===== config.mk =====
export PLATFORM = sky130hd
export DESIGN_NAME = reorder_buffer
export DESIGN_NICKNAME = d
export VERILOG_FILES = /design/src/rtl/reorder_buffer.sv
export SDC_FILE = /design/constraint.sdc
export NUM_CORES = 1
export LEC_CHECK = 0
export ABC_CLOCK_PERIOD_IN_PS = 3500
export BUFFER_PORTS_ARGS = -buffer_cell sky130_fd_sc_hd__buf_2
export CELL_PAD_IN_SITES_DETAIL_PLACEMENT = 1
export CELL_PAD_IN_SITES_GLOBAL_PLACEMENT = 1
export CORE_MARGIN = 2
export CORE_UTILIZATION = 25
export DETAILED_ROUTE_END_ITERATION = 10
export PLACE_DENSITY_LB_ADDON = 0.08
export SYNTH_ARGS = -nofsm -noshare
export SYNTH_HDL_FRONTEND = slang
export SYNTH_SLANG_ARGS = --single-unit

===== constraint.sdc =====
create_clock -name clk -period 3.5 [get_ports clk]
set_clock_uncertainty 0.2 [all_clocks]
set_input_delay 1.05 -clock clk [delete_from_list [all_inputs] [get_ports clk]]
set_output_delay 1.05 -clock clk [all_outputs]
set_load 0.005 [all_outputs]

===== src/rtl/reorder_buffer.sv =====
// In-order retirement buffer: entries dispatch at the tail, complete out of order
// via the CDB, retire from the head, and unwind tail-first on a flush.
module reorder_buffer #(
   parameter int ROB_DEPTH = 8,
   parameter int PREG_W    = 5,
   localparam int TAG_W    = $clog2(ROB_DEPTH)
) (
   input  logic              clk,
   input  logic              reset,
   input  logic              dispatch_valid,
   input  logic              dispatch_has_dest,
   input  logic [4:0]        dispatch_arch_dest,
   input  logic [PREG_W-1:0] dispatch_phys_dest,
   input  logic [PREG_W-1:0] dispatch_dest_old,
   output logic              dispatch_ready,
   output logic [TAG_W-1:0]  dispatch_tag,
   input  logic              cdb_valid,
   input  logic [TAG_W-1:0]  cdb_tag,
   input  logic              flush,
   output logic              retire_valid,
   output logic [4:0]        retire_arch_dest,
   output logic [PREG_W-1:0] retire_phys_dest,
   output logic              commit_flag,
   output logic [PREG_W-1:0] commit_phys_reg,
   output logic              squashing
);

   // Handshake: a dispatch is accepted on a rising edge only when dispatch_valid
   // and dispatch_ready are both high; dispatch_ready never depends on dispatch_valid.

   typedef enum logic {RUN = 1'b0, SQUASH = 1'b1} state_t;

   localparam logic [TAG_W:0] FULL = (TAG_W+1)'(ROB_DEPTH);
   localparam logic [TAG_W:0] ONE  = (TAG_W+1)'(1);

   state_t state, state_nxt;

   logic [TAG_W-1:0]  head, tail, tail_dec;
   logic [TAG_W:0]    count;
   logic [ROB_DEPTH-1:0] ent_valid, ent_done, ent_has_dest;
   logic [4:0]        ent_arch [ROB_DEPTH];
   logic [PREG_W-1:0] ent_phys [ROB_DEPTH];
   logic [PREG_W-1:0] ent_old  [ROB_DEPTH];

   logic run_ok, do_dispatch, do_retire, do_cdb, do_squash;

   // A flush edge in RUN drops every other request, even with an empty buffer.
   assign run_ok      = (state == RUN) && !flush;
   assign do_dispatch = run_ok && dispatch_valid && dispatch_ready;
   assign do_retire   = run_ok && (count != '0) && ent_valid[head] && ent_done[head];
   assign do_cdb      = run_ok && cdb_valid && ent_valid[cdb_tag];
   assign do_squash   = (state == SQUASH);
   assign tail_dec    = tail - TAG_W'(1);
   assign dispatch_tag = tail;

   always_ff @(posedge clk or negedge reset) begin
      if (!reset) state <= RUN;
      else        state <= state_nxt;
   end

   always_comb begin
      state_nxt = state;
      case (state)
         RUN:     if (flush && (count != '0)) state_nxt = SQUASH;
         SQUASH:  if (count == ONE) state_nxt = RUN;
         default: state_nxt = RUN;
      endcase
   end

   always_comb begin
      squashing      = (state == SQUASH);
      dispatch_ready = (state == RUN) && (count < FULL);
   end

   always_ff @(posedge clk or negedge reset) begin
      if (!reset) begin
         head             <= '0;
         tail             <= '0;
         count            <= '0;
         ent_valid        <= '0;
         ent_done         <= '0;
         ent_has_dest     <= '0;
         for (int i = 0; i < ROB_DEPTH; i++) begin
            ent_arch[i] <= '0;
            ent_phys[i] <= '0;
            ent_old[i]  <= '0;
         end
         retire_valid     <= 1'b0;
         retire_arch_dest <= '0;
         retire_phys_dest <= '0;
         commit_flag      <= 1'b0;
         commit_phys_reg  <= '0;
      end else begin
         retire_valid <= 1'b0;
         commit_flag  <= 1'b0;
         if (do_squash) begin
            // Youngest first: hand the speculative allocation back to the free list.
            tail                <= tail_dec;
            count               <= count - ONE;
            ent_valid[tail_dec] <= 1'b0;
            ent_done[tail_dec]  <= 1'b0;
            commit_flag         <= ent_has_dest[tail_dec];
            commit_phys_reg     <= ent_phys[tail_dec];
         end else begin
            if (do_cdb) ent_done[cdb_tag] <= 1'b1;
            if (do_dispatch) begin
               ent_valid[tail]    <= 1'b1;
               ent_done[tail]     <= 1'b0;
               ent_has_dest[tail] <= dispatch_has_dest;
               ent_arch[tail]     <= dispatch_arch_dest;
               ent_phys[tail]     <= dispatch_phys_dest;
               ent_old[tail]      <= dispatch_dest_old;
               tail               <= tail + TAG_W'(1);
            end
            if (do_retire) begin
               ent_valid[head]  <= 1'b0;
               ent_done[head]   <= 1'b0;
               head             <= head + TAG_W'(1);
               retire_valid     <= 1'b1;
               retire_arch_dest <= ent_arch[head];
               retire_phys_dest <= ent_phys[head];
               commit_flag      <= ent_has_dest[head];
               commit_phys_reg  <= ent_old[head];
            end
            case ({do_dispatch, do_retire})
               2'b10:   count <= count + ONE;
               2'b01:   count <= count - ONE;
               default: count <= count;
            endcase
         end
      end
   end

endmodule


Yosys cells after proc, flatten, opt, wreduce, memory -nomap -nowiden
Cells that the tools add are included. Widths: inputs -> output; s select.

Logic and storage cells: 152. Output and inout bits: 22. Input port bits: 24. Flip-flop bits (word level): 172.

$lt $le $gt $ge: 13. $add $sub $neg: 5. Bitwise operators: 14. Eq/ne operators: 3. Multiplexer cells: 59. Reductions and logical operators: 22.

Operator list (count): $bwmux 40 (3); $mux 8 (10); $bmux 5 s3 (4); $mux 5 (11); $and 8x8->8 (5); $not 8->8 (3); $lt 3x4->1 const B (4); $or 8x8->8 (2); $bmux 1 s3 (5); $demux 5 s3 (1); $logic_and 1x1->1 (15); $mux 1 (15); $demux 1 s3 (4); $ge 3x1->1 const B (4); $ge 4x4->1 const B (3); $not 3->4 (3); $bwmux 8 (1); $pmux 4 s2 (1); $add 3x1->3 const B (2); $mux 3 (2); $add 4x1->4 const B (1); $eq 4x1->1 const B (1); $lt 4x1->1 const B (1); $lt 4x4->1 const B (1); 12 further kinds (14).

Longest topological paths before layout
Gate-level depths: netlist (run 1).

Depth in word-level cells: 13. Mapped depth: 11.

Worst setup path before layout (run 1)
No wires, ideal clock.

Path kind: register -> register. Start point: register tail[0], in the netlist dispatch_tag[0]. End point: register commit_phys_reg[3]. Stages on the path, launching flop included: 12. Period minus slack after synthesis: 3.003 ns. Required time: 3.150 ns. Path slack: 0.497 ns. Data arrival time: 2.653 ns. Path through: dfrtp_1 > buf_4 > clkinv_1 > buf_2 > ha_1 > xor2_1 > buf_2 > mux2_2 > nand2_1 > a21oi_1 > o21ai_0 > o311ai_0.

Word-level cells in the longest chain between the ends: 6.

Ends and longest elaborated chain: from (decl) (RTL line 38) `logic [TAG_W-1:0] head, tail, tail_dec;`; from (signal assigned) (RTL line 98) `tail <= tail_dec;`; from (signal assigned) (RTL line 113) `tail <= tail + TAG_W'(1);`; $sub 3x1->3 (RTL line 53) `assign tail_dec = tail - TAG_W'(1);`; net tail_dec[0] (RTL line 38); $not 3->4 (not written as such) (RTL line 103) `commit_phys_reg <= ent_phys[tail_dec];`; $bmux 5 s3 (RTL line 103); $mux 5 (not written as such) (2 in a row) (RTL line 103); $mux 5 (RTL line 96) `if (do_squash) begin`; to (signal assigned) (RTL line 103); to (signal assigned) (RTL line 123) `commit_phys_reg <= ent_old[head];`; to (decl) (RTL line 24) `output logic [PREG_W-1:0] commit_phys_reg,`.

The timed path passes the listed nets, and every way through them passes these cells. The select of a mux whose other input is x is not followed. A chain may end at the register's enable or synchronous reset.

Final worst setup path (run 1)
Start point: input port flush. End point: register commit_phys_reg[1].

Word-level cells in the longest chain between the ends: 6.

Ends and longest elaborated chain: from (decl) (RTL line 19) `input logic flush,`; $logic_not 1->1 (RTL line 48) `assign run_ok = (state == RUN) && !flush;`; $logic_and 1x1->1 (RTL line 48); $logic_and 1x1->1 (3 in a row) (RTL line 50) `assign do_retire = run_ok && (count != '0) && ent_valid[head] && ent_done[head];`; $reduce_bool 2->1 (no source line).

No other way between the ends.

==> impl_metrics.ini, run 1 <==
[clock_tree]
cts_root_buf = clkbuf_16
hold_buffers = 0
clk_latency_ps = 440
clk_pin_slew_worst_paths_ps = 70
postCtsSetupBuffers = 0
clk_path_buf_depth = 2
cts_resized = 0
cts_sinks = 172
h-tree-depth = 4
cts_made_buffers = 17
cts_tree = done

[timing]
setup_tns_ps = 0
max_slew_margin_pct = 57.7
timing.fmax_mhz = 365
setup_ws_ps = 758
period_share_pct = 78.3
final_max_slew_viol_count = 0
min_period_ps = 2740
worst_pin_slew_ps = 630
timing.final.hold_violations = 0
grt_setup_unrepaired = no
setup_viol = 0

[drt]
drt_iter0_drc = 357
drc_errors = 0
dr.pass1.iters = 5
vias = 6608
wl_um = 30700
post_drt_via_cell_ratio = 4.97
ant_nets = 0
wl_per_cell_um = 23.1

[final_layout]
design_area_um2 = 10200
final_cell_mix = 177 x nand2_1, 169 x dfrtp_1, 97 x mux2_2
syn_to_final_growth_pct = 18.1
seq_area_um2 = 4310
drive_above_1_share_pct = 28.1
n_antenna_cell = 0
num-fill-cells = 3880
top_regs = ent_arch x40, ent_old x40, ent_phys x40
multi_input_area_um2 = 4050
final_common_cell = nand2_1
nets = 891

[logic_synthesis]
yosysSeqAreaShare_pct = 49.7
synth-seq-cells = 172
synthCells = 806
synth_edf_count = 0
postSynth.asyncResetShare_pct = 100
post_synth.cell_area_avg_um2 = 10.7
syn_nets = 836
netlist_area_um2 = 8660
ys_types = 61
yosys_warnings = 0
ys.flop_type = dfrtp_1

[critical_path]
cp-start-kind = input pin
timing.rr.start = head[1]
crit_fanout = 20
worstSetupEndpointType = flip-flop
crit_path_cell_trace = buf_2, or2_4, a311oi_2, a21boi_2, and3_2, buf_4, nor3b_1, a221o_1
r2r-end = count[3]
crit_arrival_ps = 2850
slowest_stage = buf_4
required_ps = 3610
criticalPathCategory = in -> reg
r2r_slack_ps = 790
cp_slowest_stage_delay_ps = 300
r2r_cells = 7

[min_path]
worst_hold_path.num_cells = 2
min_path_type = reg -> reg
min_from = ent_old[6]
holdPathEnd = ent_old[6]

[pwr]
cellLeakagePower_nw = 4.75
irDropWorstVdd_mv = 0.336
powerDensity_nw_per_um2 = 662

[outcome]
status = finished clean

[run]
cap_violations = 0

[place]
gp_congestion = 0.755
placed_area_um2 = 9630
dp_slack_ps = 316
portBuffers = 45
hpwl_um = 19900

[global_routing]
grtUsageTotal_pct = 17.8
grt_first_pass_wirelength_um = 47100
antenna_found_initial = 0
grt_pass1_vias = 7155
gr-total-overflow = 0
grt_max_degree = 55

[floorplanning]
dieHeight_um = 190
core_area_um2 = 34400
io_pins = 46
rows = 68
dieArea_um2 = 36200
start_util_pct = 25.2
die_x_um = 190
==> worst max-delay path by stage <==
| stage | start | slack (ps) | endpoint | cells past startpoint |
|---|---|---|---|---|
| after floorplan | dispatch_tag[0] | 500 | commit_phys_reg[3] | 11 |
| after global placement | flush | 370 | count[0] | 8 |
| after detailed placement | flush | 320 | commit_phys_reg[1] | 8 |
| after CTS | squashing | 770 | ent_done[4] | 7 |
| after global routing | squashing | 630 | ent_done[5] | 7 |
| final | flush | 760 | commit_phys_reg[1] | 8 |
==> cells in the mapped netlist, types with 2 or more instances <==
master	instances	share of area, %
o211ai_1	9	0.78
buf_2	24	1.4
a221o_1	3	0.35
nor4_4	3	0.74
clkinv_1	3	0.13
o21ai_0	29	1.7
xnor2_1	6	0.61
buf_1	3	0.13
o22ai_1	3	0.22
inv_1	11	0.48
clkbuf_1	15	0.65
nor2b_1	11	0.79
nand4_1	3	0.22
xor2_1	2	0.20
nand3b_1	5	0.43
a221oi_1	4	0.40
a22o_1	8	0.81
a32o_1	2	0.23
nor3_1	6	0.35
nand2b_1	4	0.29
o21a_1	2	0.17
mux2_2	97	13
mux2i_1	26	3.0
dfrtp_1	172	50
a31oi_1	15	1.1
nand2_1	177	7.7
nor2_1	29	1.3
nor3b_1	6	0.52
a22oi_1	17	1.5
nand4_2	2	0.29
ha_1	6	0.87
and2_1	4	0.29
o311ai_0	3	0.30
a41oi_1	2	0.20
a211o_1	7	0.71
and3_1	3	0.22
buf_4	9	0.78
a21oi_1	32	1.8
mux4_2	13	3.4
nand3_1	9	0.52
==> final cells by class <==
class / count / share of cell area [%]
inverter: 14 / 0.514
sequential: 172 / 42.1
tap: 455 / 5.57
multi-input combinational: 567 / 39.6
clock inverter: 13 / 1.65
clock buffer: 19 / 4.23
timing repair buffer: 89 / 6.35
==> layer usage <==
layer	up-vias	wire (um)	track usage (%)
met5	-	0	0
met4	0	642	5.55
met3	33	798	2.58
met2	125	14800	29.5
met1	3464	14500	23.9
li1	2986	-	-
==> through the flow <==
step	hold WS, ps	total power, mW	util [%]	cells
after floorplan	240	4.02	-	806
after CTS	279	6.86	29.8	1329
final	276	6.77	29.8	1329
after detailed placement	262	4.83	28.0	1297
after global placement	254	4.77	28.0	1297
after global routing	302	7.18	29.8	1329
==> kinds of logic (layout without fill, tap and decap cells) <==
group	Yosys count	count (layout)	share of synthesized area, %
simple gates	267	267	14.0
xor+xnor	8	8	0.809
mux	136	136	19.0
buf+inv	67	135	3.86
fa+ha+maj	6	6	0.867
flops	172	172	49.7
compound gates	150	150	11.8
==> critical path, delay by kind of cell <==
kind	cells	cell delay, ps
buf+inv	2	420
compound gates	3	800
simple gates	3	580
==> where the power goes <==
group | internal [mW] | leakage, nW | switching, mW
sequential | 2.42 | 2.36 | 0.318
combinational | 0.846 | 2.11 | 1.19
clock | 1.13 | 0.280 | 0.862
Note: power is estimated with default switching activity, not from simulation.
==> inputs of run 2 (changes only) <==
ABC_CLOCK_PERIOD_IN_PS = 2400   (was 3500)
clock period = 2.4 ns   (was 3.5 ns; I/O delays follow)
==> run 2 against run 1 <==
Combinational power up 70%. Sequential cell count stayed put. Clock power grew 44%. Critical path type is now reg -> reg. Wire length up 4.1%. Count of clock-buffer cells in the layout grew 1. Total power up 52%. Worst setup slack got worse by 740 ps.
==> impl_metrics.ini, run 2 (synthesis results as in run 1) <==
[pwr]
irDropWorstVdd_mv = 0.523
powerDensity_nw_per_um2 = 933
cellLeakagePower_nw = 5.20
fin_total_pwr_mw = 10.3

[min_path]
holdPathEnd = ent_arch[6]
worst_hold_path.num_cells = 2
min_from = ent_arch[6]
min_path_type = reg -> reg

[floorplanning]
dieArea_um2 = 36200
start_util_pct = 25.2
die_x_um = 190
core_area_um2 = 34400
io_pins = 46
rows = 68
dieHeight_um = 190

[drt]
vias = 6871
drt_iter0_drc = 412
wl_per_cell_um = 22.8
dr.pass1.iters = 5
post_drt_via_cell_ratio = 4.89
ant_nets = 0
drc_errors = 0
wl_um = 32000

[critical_path]
r2r-end = count[0]
cp-start-kind = flip-flop
crit_fanout = 11
r2r_cells = 7
worstSetupEndpointType = flip-flop
timing.rr.start = head[0]
crit_arrival_ps = 2540
criticalPathCategory = reg -> reg
required_ps = 2560
r2r_slack_ps = 20

[clock_tree]
clk_latency_ps = 450
cts_root_buf = clkbuf_16
clk_pin_slew_worst_paths_ps = 70
cts_tree = done
cts_sinks = 172
clk_path_buf_depth = 2
cts_made_buffers = 17
h-tree-depth = 4

[timing]
grt_setup_unrepaired = yes
timing.final.hold_violations = 0
worst_pin_slew_ps = 619
timing.fmax_mhz = 420
hold_ws_ps = 283
setup_tns_ps = 0
final_max_slew_viol_count = 0
period_share_pct = 99.2
min_period_ps = 2380
setup_viol = 0
max_slew_margin_pct = 58.4

[place]
hpwl_um = 21800
gp_congestion = 0.773
portBuffers = 45

[global_routing]
grt_pass1_vias = 7641
grtUsageTotal_pct = 18.3
gr-total-overflow = 0
antenna_found_initial = 0
grt_max_degree = 51
grt_first_pass_wirelength_um = 48500

[run]
cap_violations = 0

[final_layout]
fin_util_pct = 32.2
n_antenna_cell = 0
syn_to_final_growth_pct = 27.6
top_regs = ent_arch x40, ent_old x40, ent_phys x40
final_common_cell = nand2_1
multi_input_area_um2 = 4120
final_cell_mix = 177 x nand2_1, 169 x dfrtp_1, 97 x buf_4
nets = 968
num-fill-cells = 3833
seq_area_um2 = 4310
drive_above_1_share_pct = 34.9

[outcome]
status = finished clean
[run 2: cell type report]
cell class	count	share of cell area, %
repair buffers	166	12.6
clock inverters	12	1.27
well taps	455	5.15
inverters	14	0.521
clock buffers	20	4.13
flip-flops and latches	172	39.0
multi-input cells	567	37.3
[run 2: how the worst max path moves through the flow]
stage	start	endpoint	slack, ps	cells after the start
final	head[0]	count[0]	20	7
after global routing	head[0]	count[0]	-90	7
after CTS	head[0]	commit_phys_reg[1]	8	7
after detailed placement	flush	commit_phys_reg[4]	-270	9
after global placement	flush	count[0]	-180	8
after floorplan	dispatch_tag[1]	commit_phys_reg[3]	7	10
[run 2: where the power goes]
group	leakage, nW	internal, mW	switching [mW]
Sequential	2.36	3.53	0.455
Combinational	2.56	1.58	1.88
Clock	0.283	1.60	1.28
Total	5.20	6.71	3.61
[run 2: worst max-delay path, cell delays in order (launching register included)]
cell and delay (ps):
dfrtp_4 580, nand3b_1 210, a311oi_2 260, a21boi_2 240, and3_4 260, buf_4 170, mux2i_2 230, xnor2_1 150
[run 2: repair_timing]
action	CTS	global route
setup endpoints to repair	21	16
gates cloned	0	2
buffers inserted	1	13
pin swaps	0	3
hold endpoints to repair	31	0
gates resized for setup	4	14
hold buffers	1	0
[run 2: metrics by stage]
stage,cell area (um^2),setup WS (ps),cells
floorplan,8730,7.23,806
detailed placement,10200,-272,1357
CTS,10800,8.34,1391
global route,11100,-87.6,1406
global placement,10200,-177,1357
finish,11100,19.1,1406
[run 2: metal layers]
layer,track usage (%),share of wire [%]
met1,24.0,47
met2,31.0,49
met3,2.62,2.1
met4,5.93,1.9
met5,0,0
==> inputs of run 3 (changes only) <==
ABC_AREA = 1   (was not set)
==> run 3 against run 2 <==
Register-to-register slack better by 160 ps. Sequential cell count stayed put. Critical path depth is 5 lower. Count of clock-buffer cells in the layout is 1 lower. Sequential share of layout area is 2.0 points higher. Non-clock buffer count is 45 lower. Cell area is 5.1% lower. Highest routed layer unchanged.
==> impl_metrics.ini, run 3 <==
[outcome]
status = finished clean

[drt]
ant_nets = 0
vias = 7778
post_drt_via_cell_ratio = 4.62
dr.pass1.iters = 5
wl_per_cell_um = 19.7
drt_iter0_drc = 414
drc_errors = 0
wl_um = 33200

[clock_tree]
postCtsSetupBuffers = 0
h-tree-depth = 4
cts_made_buffers = 17
clk_pin_slew_worst_paths_ps = 70
cts_root_buf = clkbuf_16
cts_tree = done
cts_sinks = 172
clk_latency_ps = 450
clk_path_buf_depth = 2

[floorplanning]
dieArea_um2 = 36400
start_util_pct = 25.3
die_x_um = 191
core_area_um2 = 34500
io_pins = 46
dieHeight_um = 191
rows = 68

[final_layout]
syn_to_final_growth_pct = 20.2
final_common_cell = nand2_1
nets = 1245
n_antenna_cell = 0
top_regs = ent_arch x40, ent_old x40, ent_phys x40
num-fill-cells = 4233
drive_above_1_share_pct = 14.9
final_cell_mix = 463 x nand2_1, 172 x dfrtp_1, 156 x o21ai_0

[logic_synthesis]
yosysTopAreaCell = dfrtp_1
post_synth.cell_area_avg_um2 = 7.69
synth_top_cells_by_count = 463 x nand2_1, 172 x dfrtp_1, 156 x o21ai_0, 63 x inv_1, 58 x nand3_1
yosys.cell_count.top_type = nand2_1
synth_edf_count = 0
ys_types = 39
postSynth.asyncResetShare_pct = 100
syn_nets = 1166
netlist_area_um2 = 8730
synth-seq-cells = 172
ys.flop_type = dfrtp_1
synth_top_area_share_pct = 49.3
synth_top_cells_by_area = dfrtp_1 49%, nand2_1 20%, o21ai_0 8.9%
yosys_warnings = 0
synthCells = 1136
yosysSeqAreaShare_pct = 49.3

[timing]
worst_pin_slew_ps = 452
final_max_slew_viol_count = 0
timing.fmax_mhz = 439
setup_ws_ps = 123
grt_setup_unrepaired = no
period_share_pct = 94.9
min_period_ps = 2280
setup_tns_ps = 0
max_slew_margin_pct = 69.8
timing.final.hold_violations = 0
setup_viol = 0

[critical_path]
criticalPathCategory = reg -> out
crit_arrival_ps = 1360
worstSetupEndpointType = primary output
cp-start-kind = flip-flop
crit_fanout = 46
required_ps = 1480

[global_routing]
antenna_found_initial = 0
grt_pass1_vias = 8199
grt_max_degree = 47
grt_first_pass_wirelength_um = 51800
gr-total-overflow = 0
grtUsageTotal_pct = 19.2

[pwr]
comb_power_share_pct = 32.4
irDropWorstVdd_mv = 0.522
powerDensity_nw_per_um2 = 1050
intPower_mw = 6.70
seq_power_share_pct = 40.7
clock_power_share_pct = 27.0
p_sw_share_pct = 39.0
cellLeakagePower_nw = 5.12
switchingPower_mw = 4.28

[run]
cap_violations = 0

[place]
dp_slack_ps = 136
gp_congestion = 0.777
hpwl_um = 22800
portBuffers = 45

[min_path]
min_path_type = reg -> reg
[run 3: cell count changes after synthesis, sizes merged, moves of 11 or more]
cell    previous run  this run
mux4              13         0
nor2b             11         0
nand3              9        63
inv               11        69
nand2            177       467
o21ai             29       167
mux2i             26         0
mux2              97         0
a31oi             15         3
nand4              5        25
clkbuf            15        27
[run 3: layout make-up]
type | instances | area (um^2) | share of cell area (%)
Sequential cell | 172 | 4300 | 41.0
Multi-Input combinational cell | 832 | 3830 | 36.5
Timing Repair Buffer | 121 | 908 | 8.66
Tap cell | 455 | 569 | 5.43
Clock buffer | 19 | 453 | 4.32
Inverter | 71 | 275 | 2.62
Clock inverter | 13 | 153 | 1.45
[run 3: per-layer routing]
metal  wire length, um  GRT usage [%]
met5                 0              0
met2             15700           31.5
met4               362           4.00
met3               783           3.17
met1             16400           26.7
[run 3: kinds of logic (layout without fill, tap and decap cells)]
family,count (synthesis),after routing,synth area share (%)
xor gates and xnor gates,5,5,0.502
and+or+nand+nor,598,598,29.1
AOI/OAI and AO/OA,223,223,13.4
DFF,172,172,49.3
adders and majority gates,6,6,0.860
buffers and inverters,132,224,6.82
[run 3: path summary, 6_finish.rpt]
check / startpoint / endpoint / slack (ps) / depth (start not counted)
setup / recovery: dispatch_tag[0] / dispatch_tag[0] / 120 / 2
hold / removal: retire_phys_dest[1] / retire_phys_dest[1] / 280 / 2
setup reg to reg: head[2] / commit_phys_reg[1] / 180 / 11
hold reg to reg: retire_phys_dest[1] / retire_phys_dest[1] / 280 / 2
max in group asynchronous: reset / ent_arch[13] / 840 / 3
min in group asynchronous: reset / ent_old[0] / 530 / 2
[run 3: repair_timing]
item | CTS | global route
endpoints found under the setup margin | 1 | 1
hold buffers | 1 | 0
gates cloned | 0 | 0
hold endpoints to repair | 23 | 0
resized for setup | 1 | 1
[run 3: worst max-delay path, cell delays in order, from the launching register on]
cell and delay [ps]:
dfrtp_1 370, buf_6 360, buf_2 190
[run 3: power groups by stage]
stage | combinational [mW] | clock, mW | sequential, mW
floorplan | 2.32 | 0 | 4.33
global placement | 3.55 | 0 | 4.52
detailed placement | 3.60 | 0 | 4.51
CTS | 3.62 | 3.05 | 4.47
global route | 4.10 | 3.17 | 4.61
finish | 3.55 | 2.96 | 4.47
[run 3: stage by stage]
stage / utilization (%) / power, mW / instances / instance area [um^2] / hold slack, ps
after global routing: 30.5 / 11.9 / 1683 / 10500 / 308
after floorplan: - / 6.64 / 1136 / 8730 / 224
after detailed placement: 28.6 / 8.12 / 1650 / 9870 / 263
final: 30.5 / 11.0 / 1683 / 10500 / 278
after global placement: 28.6 / 8.07 / 1650 / 9870 / 262
after CTS: 30.4 / 11.1 / 1683 / 10500 / 284
